**src/rtl/store_merge.sv**
```systemverilog
// rtl/store_merge.sv - sub-word store merge engine (read-modify-write for sh/sb)
//
// Purpose: accepts one store at a time. A full-word store (sw) is written
// immediately. A halfword (sh) or byte (sb) store reads the containing word,
// replaces the selected little-endian lane and writes the merged word back.
//
// Optional feature: define STORE_MISALIGN_CHECK_EN to reject misaligned sw/sh
// requests with a one-cycle misalign pulse instead of silently aligning them.
//
// Ports:
//   clk        in   rising-edge clock
//   reset      in   asynchronous active-high reset
//   req_valid  in   store request valid
//   req_ready  out  high only when idle; accept = req_valid && req_ready
//   req_op     in   00 sw, 01 sh, 10 sb, 11 reserved (treated as sw)
//   req_addr   in   byte address
//   req_wdata  in   store data (sh uses [15:0], sb uses [7:0])
//   done       out  one-cycle pulse on store completion
//   misalign   out  one-cycle pulse on a rejected misaligned request
//   mem_addr   out  word-aligned address during READ/WRITE, 0 otherwise
//   mem_rd_en  out  read strobe; mem_rdata is valid the following cycle
//   mem_rdata  in   memory read word
//   mem_wr_en  out  full-word write strobe
//   mem_wdata  out  word to write

module store_merge #(
  parameter int ADDR_W = 32
) (
  input  logic              clk,
  input  logic              reset,
  input  logic              req_valid,
  output logic              req_ready,
  input  logic [1:0]        req_op,
  input  logic [ADDR_W-1:0] req_addr,
  input  logic [31:0]       req_wdata,
  output logic              done,
  output logic              misalign,
  output logic [ADDR_W-1:0] mem_addr,
  output logic              mem_rd_en,
  input  logic [31:0]       mem_rdata,
  output logic              mem_wr_en,
  output logic [31:0]       mem_wdata
);

  typedef enum logic [1:0] {
    IDLE  = 2'd0,
    READ  = 2'd1,
    MERGE = 2'd2,
    WRITE = 2'd3
  } state_t;

  state_t            state_q, state_d;
  logic [1:0]        op_q, op_d;
  logic [ADDR_W-1:0] addr_q, addr_d;
  logic [1:0]        lane_q, lane_d;
  logic [15:0]       wdata_q, wdata_d;
  logic              done_q, done_d;
  logic              rd_en_q, rd_en_d;
  logic              wr_en_q, wr_en_d;
  logic [ADDR_W-1:0] mem_addr_q, mem_addr_d;
  logic [31:0]       mem_wdata_q, mem_wdata_d;
`ifdef STORE_MISALIGN_CHECK_EN
  logic              misalign_q, misalign_d;
`endif

  logic              req_is_sw;
  logic              req_is_sh;
  logic              reject;
  logic [ADDR_W-1:0] req_addr_aligned;
  logic [31:0]       merged;

  assign req_is_sw        = (req_op == 2'b00) || (req_op == 2'b11);
  assign req_is_sh        = (req_op == 2'b01);
  assign req_addr_aligned = {req_addr[ADDR_W-1:2], 2'b00};

`ifdef STORE_MISALIGN_CHECK_EN
  assign reject = (req_is_sw && (req_addr[1:0] != 2'b00)) || (req_is_sh && req_addr[0]);
`else
  assign reject = 1'b0;
`endif

  // Lane replacement on the word read back; only the selected lane changes.
  always_comb begin
    merged = mem_rdata;
    if (op_q == 2'b01) begin
      if (lane_q[1]) merged[31:16] = wdata_q;
      else           merged[15:0]  = wdata_q;
    end else begin
      case (lane_q)
        2'd0:    merged[7:0]   = wdata_q[7:0];
        2'd1:    merged[15:8]  = wdata_q[7:0];
        2'd2:    merged[23:16] = wdata_q[7:0];
        default: merged[31:24] = wdata_q[7:0];
      endcase
    end
  end

  always_comb begin
    state_d     = state_q;
    op_d        = op_q;
    addr_d      = addr_q;
    lane_d      = lane_q;
    wdata_d     = wdata_q;
    done_d      = 1'b0;
    rd_en_d     = 1'b0;
    wr_en_d     = 1'b0;
    mem_addr_d  = '0;
    mem_wdata_d = '0;
`ifdef STORE_MISALIGN_CHECK_EN
    misalign_d  = 1'b0;
`endif
    case (state_q)
      IDLE: begin
        if (req_valid) begin
          if (reject) begin
`ifdef STORE_MISALIGN_CHECK_EN
            misalign_d = 1'b1;
`endif
          end else begin
            op_d       = req_op;
            addr_d     = req_addr_aligned;
            lane_d     = req_addr[1:0];
            wdata_d    = req_wdata[15:0];
            mem_addr_d = req_addr_aligned;
            if (req_is_sw) begin
              // Full word: no read needed, write straight away.
              state_d     = WRITE;
              wr_en_d     = 1'b1;
              done_d      = 1'b1;
              mem_wdata_d = req_wdata;
            end else begin
              state_d = READ;
              rd_en_d = 1'b1;
            end
          end
        end
      end
      READ: begin
        // Read strobe was this cycle; data arrives during MERGE.
        state_d = MERGE;
      end
      MERGE: begin
        state_d     = WRITE;
        wr_en_d     = 1'b1;
        done_d      = 1'b1;
        mem_addr_d  = addr_q;
        mem_wdata_d = merged;
      end
      default: begin
        state_d = IDLE;
      end
    endcase
  end

  always_ff @(posedge clk or posedge reset) begin
    if (reset) begin
      state_q     <= IDLE;
      op_q        <= 2'b00;
      addr_q      <= '0;
      lane_q      <= 2'b00;
      wdata_q     <= '0;
      done_q      <= 1'b0;
      rd_en_q     <= 1'b0;
      wr_en_q     <= 1'b0;
      mem_addr_q  <= '0;
      mem_wdata_q <= '0;
`ifdef STORE_MISALIGN_CHECK_EN
      misalign_q  <= 1'b0;
`endif
    end else begin
      state_q     <= state_d;
      op_q        <= op_d;
      addr_q      <= addr_d;
      lane_q      <= lane_d;
      wdata_q     <= wdata_d;
      done_q      <= done_d;
      rd_en_q     <= rd_en_d;
      wr_en_q     <= wr_en_d;
      mem_addr_q  <= mem_addr_d;
      mem_wdata_q <= mem_wdata_d;
`ifdef STORE_MISALIGN_CHECK_EN
      misalign_q  <= misalign_d;
`endif
    end
  end

  assign req_ready = (state_q == IDLE);
  assign done      = done_q;
  assign mem_rd_en = rd_en_q;
  assign mem_wr_en = wr_en_q;
  assign mem_addr  = mem_addr_q;
  assign mem_wdata = mem_wdata_q;
`ifdef STORE_MISALIGN_CHECK_EN
  assign misalign  = misalign_q;
`else
  assign misalign  = 1'b0;
`endif

endmodule
```
**config.mk**
```make
export PLATFORM = sky130hd
export DESIGN_NAME = store_merge
export DESIGN_NICKNAME = d
export VERILOG_FILES = /design/src/rtl/store_merge.sv
export SDC_FILE = /design/constraint.sdc
export NUM_CORES = 1
export LEC_CHECK = 0
export CORE_MARGIN = 2
export CORE_UTILIZATION = 28
export CTS_CLUSTER_DIAMETER = 200
export DETAILED_ROUTE_END_ITERATION = 12
export HOLD_SLACK_MARGIN = 0.08
export SYNTH_ARGS = -nofsm -noshare
export SYNTH_HDL_FRONTEND = slang
export SYNTH_SLANG_ARGS = --single-unit
export TNS_END_PERCENT = 1
```
**constraint.sdc**
```tcl
create_clock -name clk -period 10.1 [get_ports clk]
set_clock_uncertainty 0.1 [all_clocks]
set_input_delay 2.02 -clock clk [delete_from_list [all_inputs] [get_ports clk]]
set_output_delay 2.02 -clock clk [all_outputs]
set_load 0.01 [all_outputs]
```
-- Word-level counts from Yosys, hierarchy flattened
Index checks and enable logic that the tools add are counted.
- bits in registers: 118
- logic and storage cells: 43
- equal/unequal tests: 7
- mux-type cells: 21
- reduce and logical (&&, ||, !) cells: 6
- operators with widths (operator ; number):
    2-to-1 mux 32 bit ; 4
    case mux 32 bit (2 select lines) ; 2
    2-to-1 mux 16 bit ; 2
    2-to-1 mux 8 bit ; 4
    == test 2 x 1 -> 1 bit (second input constant) ; 3
    == test 2 bit (second input constant) ; 3
    logical NOT 2 bit ; 3
    case mux 2 bit (3 select lines) ; 1
    2-to-1 mux 1 bit ; 5
    2-to-1 mux 2 bit ; 2
    OR reduction 3 bit ; 1
    != test 2 bit (second input constant) ; 1
    case mux 1 bit (2 select lines) ; 1
    AND reduction 2 bit ; 1
    logical OR 1 bit ; 1

-- Depth between registers and ports, before layout
- word-level depth: 5
- gate-level depth with buffers: 8
- mapped depth without buffers: 5

-- Least setup slack after synthesis
Ideal clock, no wire load.
- kind: input -> register
- start: input req_valid
- end: register mem_wdata_q[14], in the netlist mem_wdata[14]
- library setup time: 122 ps
- buffers on the path: 3
- setup slack: 7050 ps
- arrival time: 2829 ps
- cell stages on the path: 6
- path through: and2_1 -> buf_2 -> and2_4 -> buf_6 -> buf_6 -> a32o_1
- word-level cells in the longest chain between the ends: 2
- RTL lines (item ; RTL line ; text):
    start: declaration ; 31 ; input logic req_valid,
    2-to-1 mux 32 bit ; 114 ; if (req_valid) begin
    case mux 32 bit (2 select lines) ; 112 ; case (state_q)
    via mem_wdata_d[14] ; 61 ; logic [31:0] mem_wdata_q, mem_wdata_d;
    end signal: assignment ; 180 ; mem_wdata_q <= mem_wdata_d;
    end: declaration ; 61 ;
The timed path passes the listed nets, and every way through them passes these cells.
A chain may end at the register's enable or synchronous reset.

-- Final worst setup path
- start: register state_q[0]
- end: output req_ready
- word-level cells in the longest chain between the ends: 1
- RTL lines (item ; RTL line ; text):
    start: declaration ; 52 ; state_t state_q, state_d;
    start signal: assignment ; 171 ; state_q <= state_d;
    logical NOT 2 bit ; 187 ; assign req_ready = (state_q == IDLE);
    end: declaration ; 32 ; output logic req_ready,
No other way between the ends.

==> impl_metrics.json <==
{
  "gp_routability_congestion": 0.728,
  "finalWorstPathRequiredPeriod_ps": 3840,
  "min_path_type": "flip-flop to flip-flop",
  "worst-path-max-fanout": 5,
  "synthCells": 574,
  "worst_r2r_startpoint": "state_q[0]",
  "arrival_time_reported_for_the_critical_path_endpoint_ps": 1720,
  "internal_power_mw": 1.51,
  "postCtsSetupRepairBufs": 0,
  "synth.largest_area_cell": "sky130_fd_sc_hd__dfrtp_1",
  "grt_start_max_net_pins": 80,
  "finish.cell_count_without_fillers": 968,
  "die_x_um": 142,
  "clkPwrFrac_pct": 26.4,
  "timing.critical_path.slowest_cell_delay_ps": 570,
  "drive_gt1_share_pct": 6.40,
  "ys_top_cells_by_count": "sky130_fd_sc_hd__nand2_1 (201), sky130_fd_sc_hd__dfrtp_1 (116), sky130_fd_sc_hd__clkbuf_1 (25)",
  "crit_required_ps": 7980,
  "synth.avg_cell_area_um2": 9.30,
  "end_kind": "primary output",
  "fp.dieH_um": 142,
  "switchingPower_mw": 0.843,
  "synth.cell_area_um2": 5340,
  "synthArstFlopShare_pct": 100,
  "routed-via-count": 4549,
  "ant_nets": 0,
  "cts.repair.resized": 0,
  "p_total_mw": 2.36,
  "detail_route.iter0.violations": 271,
  "ir_drop_v": 0.000242,
  "synth_sequential_area_ratio_pct": 54.4,
  "r2r_setup_slk_ps": 7730,
  "utilization_pct": 41.4,
  "drv_slew": 0,
  "timing.setup.tns_ps": 0,
  "final_net_count": 825,
  "grt_setup_unrepaired": "false",
  "timing_hold_violations_final": 0,
  "via_per_inst": 4.70,
  "numPlacedInstances": 936,
  "start_kind": "flip-flop",
  "hold-worst-slack_ps": 369,
  "dominant_register_cell_in_the_synthesized_netlist": "sky130_fd_sc_hd__dfrtp_1",
  "dp_hpwl_um": 10200,
  "antenna_found_initial": 1,
  "cts_buffers": 17,
  "number_of_standard_cell_rows_in_the_floorplan": 50,
  "synth.top_cells.by_area": "sky130_fd_sc_hd__dfrtp_1 (54%), sky130_fd_sc_hd__nand2_1 (14%), sky130_fd_sc_hd__a211oi_1 (3.2%)",
  "port-buffer-count": 166,
  "tritoncts": "built",
  "power_leakage_nw": 3.53,
  "clk_transition_reported_paths_ps": 50,
  "routedWlPerCell_um": 16.4,
  "netSwitchingFraction_pct": 35.8,
  "clock_tree.htree_level_count": 4,
  "yosysWarningCount": 0,
  "r2r.worst_path.cells": 6,
  "remaining_drc_errors": 0,
  "setup_viol_count_final": 0,
  "grt_first_pass_wirelength_um": 24900,
  "cts.path.max_buffers": 2,
  "first_global_vias": 4503,
  "slew_headroom_pct": 25.5,
  "synth_edf_count": 0,
  "grt-ovfl-total": 0,
  "critical_path.slowest_cell": "sky130_fd_sc_hd__clkdlybuf4s50_1",
  "clkSinkCount": 116,
  "power_frac_comb_pct": 39.0,
  "synth_largest_type_area_fraction_pct": 54.4,
  "grt_util_all_layers_pct": 16.0,
  "criticalPathCategory": "flip-flop to primary output",
  "n_antenna_cell": 0,
  "fp.dieArea_um2": 20200,
  "sequentialPowerShare_pct": 34.6,
  "max_cap_violations": 0,
  "worst_skew_pair.late_latency_ps": 410,
  "r2r_end": "mem_wdata[29]",
  "run_status": "complete, no violations",
  "clock.fmax_mhz": 260,
  "detail_route.first_pass.iterations": 5,
  "start_util_pct": 28.5,
  "worstPathCellList": "inv_1, ha_1, clkdlybuf4s50_1",
  "worst_setup_path_start": "state_q[0]",
  "powerDensity_nw_per_um2": 304,
  "worstSetupEndpoint": "req_ready",
  "max_slew.worst_pin.slew_ps": 1110,
  "ios": 170,
  "fillCellCount": 1839,
  "yosysUniqueCellTypes": 38,
  "ys_ff_latch": 116,
  "yosysMostFrequentCell": "sky130_fd_sc_hd__nand2_1",
  "drt-total-wl_um": 15900,
  "area_delta_synth_final_pct": 45.2,
  "core_area_um2": 18700,
  "ctsHoldBuffers": 0,
  "post-route-period-util_pct": 38.0,
  "clock-root-buffer": "sky130_fd_sc_hd__clkbuf_16"
}
==> registers in the layout (all words and copies together), names as in the netlist <==
register and cells:
wdata_q 16, lane_q 2, mem_rd_en 1, mem_addr 30
mem_wr_en 1, mem_wdata 32, op_q 2, addr_q 30
state_q 2
==> worst min-delay path by stage <==
stage                          start           to  slack (ps)  cells past startpoint
after global routing      addr_q[20]   addr_q[20]         400                      2
after CTS                  addr_q[3]  mem_addr[3]         380                      2
after global placement     addr_q[7]  mem_addr[7]         350                      2
after floorplan           addr_q[10]   addr_q[10]         350                      2
after detailed placement   addr_q[5]  mem_addr[5]         360                      2
final                      addr_q[3]  mem_addr[3]         370                      2
==> critical path: cells and delay by family (launching register included) <==
| family | cells | cell delay (ps) |
|---|---|---|
| fa+ha+maj | 1 | 270 |
| flops | 1 | 370 |
| buf+inv | 2 | 670 |
==> layout by cell type (no fill, tap or decap), drive strengths merged, types with 3 or more instances in the layout <==
cell | synthesis | layout
o21ai | 24 | 24
ha | 3 | 3
o2bb2ai | 8 | 8
and3 | 8 | 8
a22o | 9 | 9
nor3 | 15 | 15
nor2b | 17 | 17
a32o | 8 | 8
o211ai | 9 | 9
nand2b | 3 | 3
conb | 1 | 3
mux2i | 8 | 8
mux2 | 8 | 8
dfrtp | 116 | 116
clkbuf | 25 | 22
buf | 22 | 7
nand3 | 16 | 16
bufinv | 0 | 3
clkdlybuf4s50 | 0 | 166
o31ai | 15 | 15
clkinv | 0 | 6
a211oi | 23 | 23
nand2 | 201 | 201
nand3b | 8 | 8
inv | 13 | 13
==> power by group through the flow <==
stage	Combinational, mW	Sequential [mW]	Clock, mW
finish	0.918	0.815	0.622
global route	1.02	0.840	0.660
global placement	0.917	0.822	0
floorplan	0.526	0.808	0
CTS	0.932	0.818	0.637
detailed placement	0.928	0.821	0
==> logic make-up after synthesis <==
kind of cell             after synthesis  synth area share (%)
AND/OR/NAND/NOR                      275                  22.3
buffers and inverters                 60                  5.13
flip-flops                           116                  54.4
AO/OA/AOI/OAI                        102                  13.9
other                                  1                0.0703
multiplexers                          16                  3.19
adder cells (fa/ha/maj)                3                 0.703
XOR/XNOR                               1                 0.305
==> cell type report <==
cell class	count	area, um2	share of cell area [%]
clock inverters	10	128	1.65
clock buffers	22	484	6.25
flip-flops and latches	116	2900	37.5
repair buffers	173	1710	22.1
well taps	234	293	3.78
multi-input cells	400	2180	28.1
inverters	13	51.3	0.662
==> metal layers <==
layer	up-vias	GRT usage [%]	part of all wire, %
met5	-	0	0.075
met4	2	4.00	0.70
met3	11	4.98	7.0
met2	155	24.8	47
met1	2143	21.8	46
li1	2238	-	-
==> metrics by stage <==
stage / instance area [um2] / setup WS, ps
floorplan: 5350 / 4910
finish: 7750 / 6260
detailed placement: 7140 / 5960
CTS: 7750 / 6230
global placement: 7140 / 5980
global route: 7750 / 6120
No activity file was read; power rests on OpenSTA's default activity.
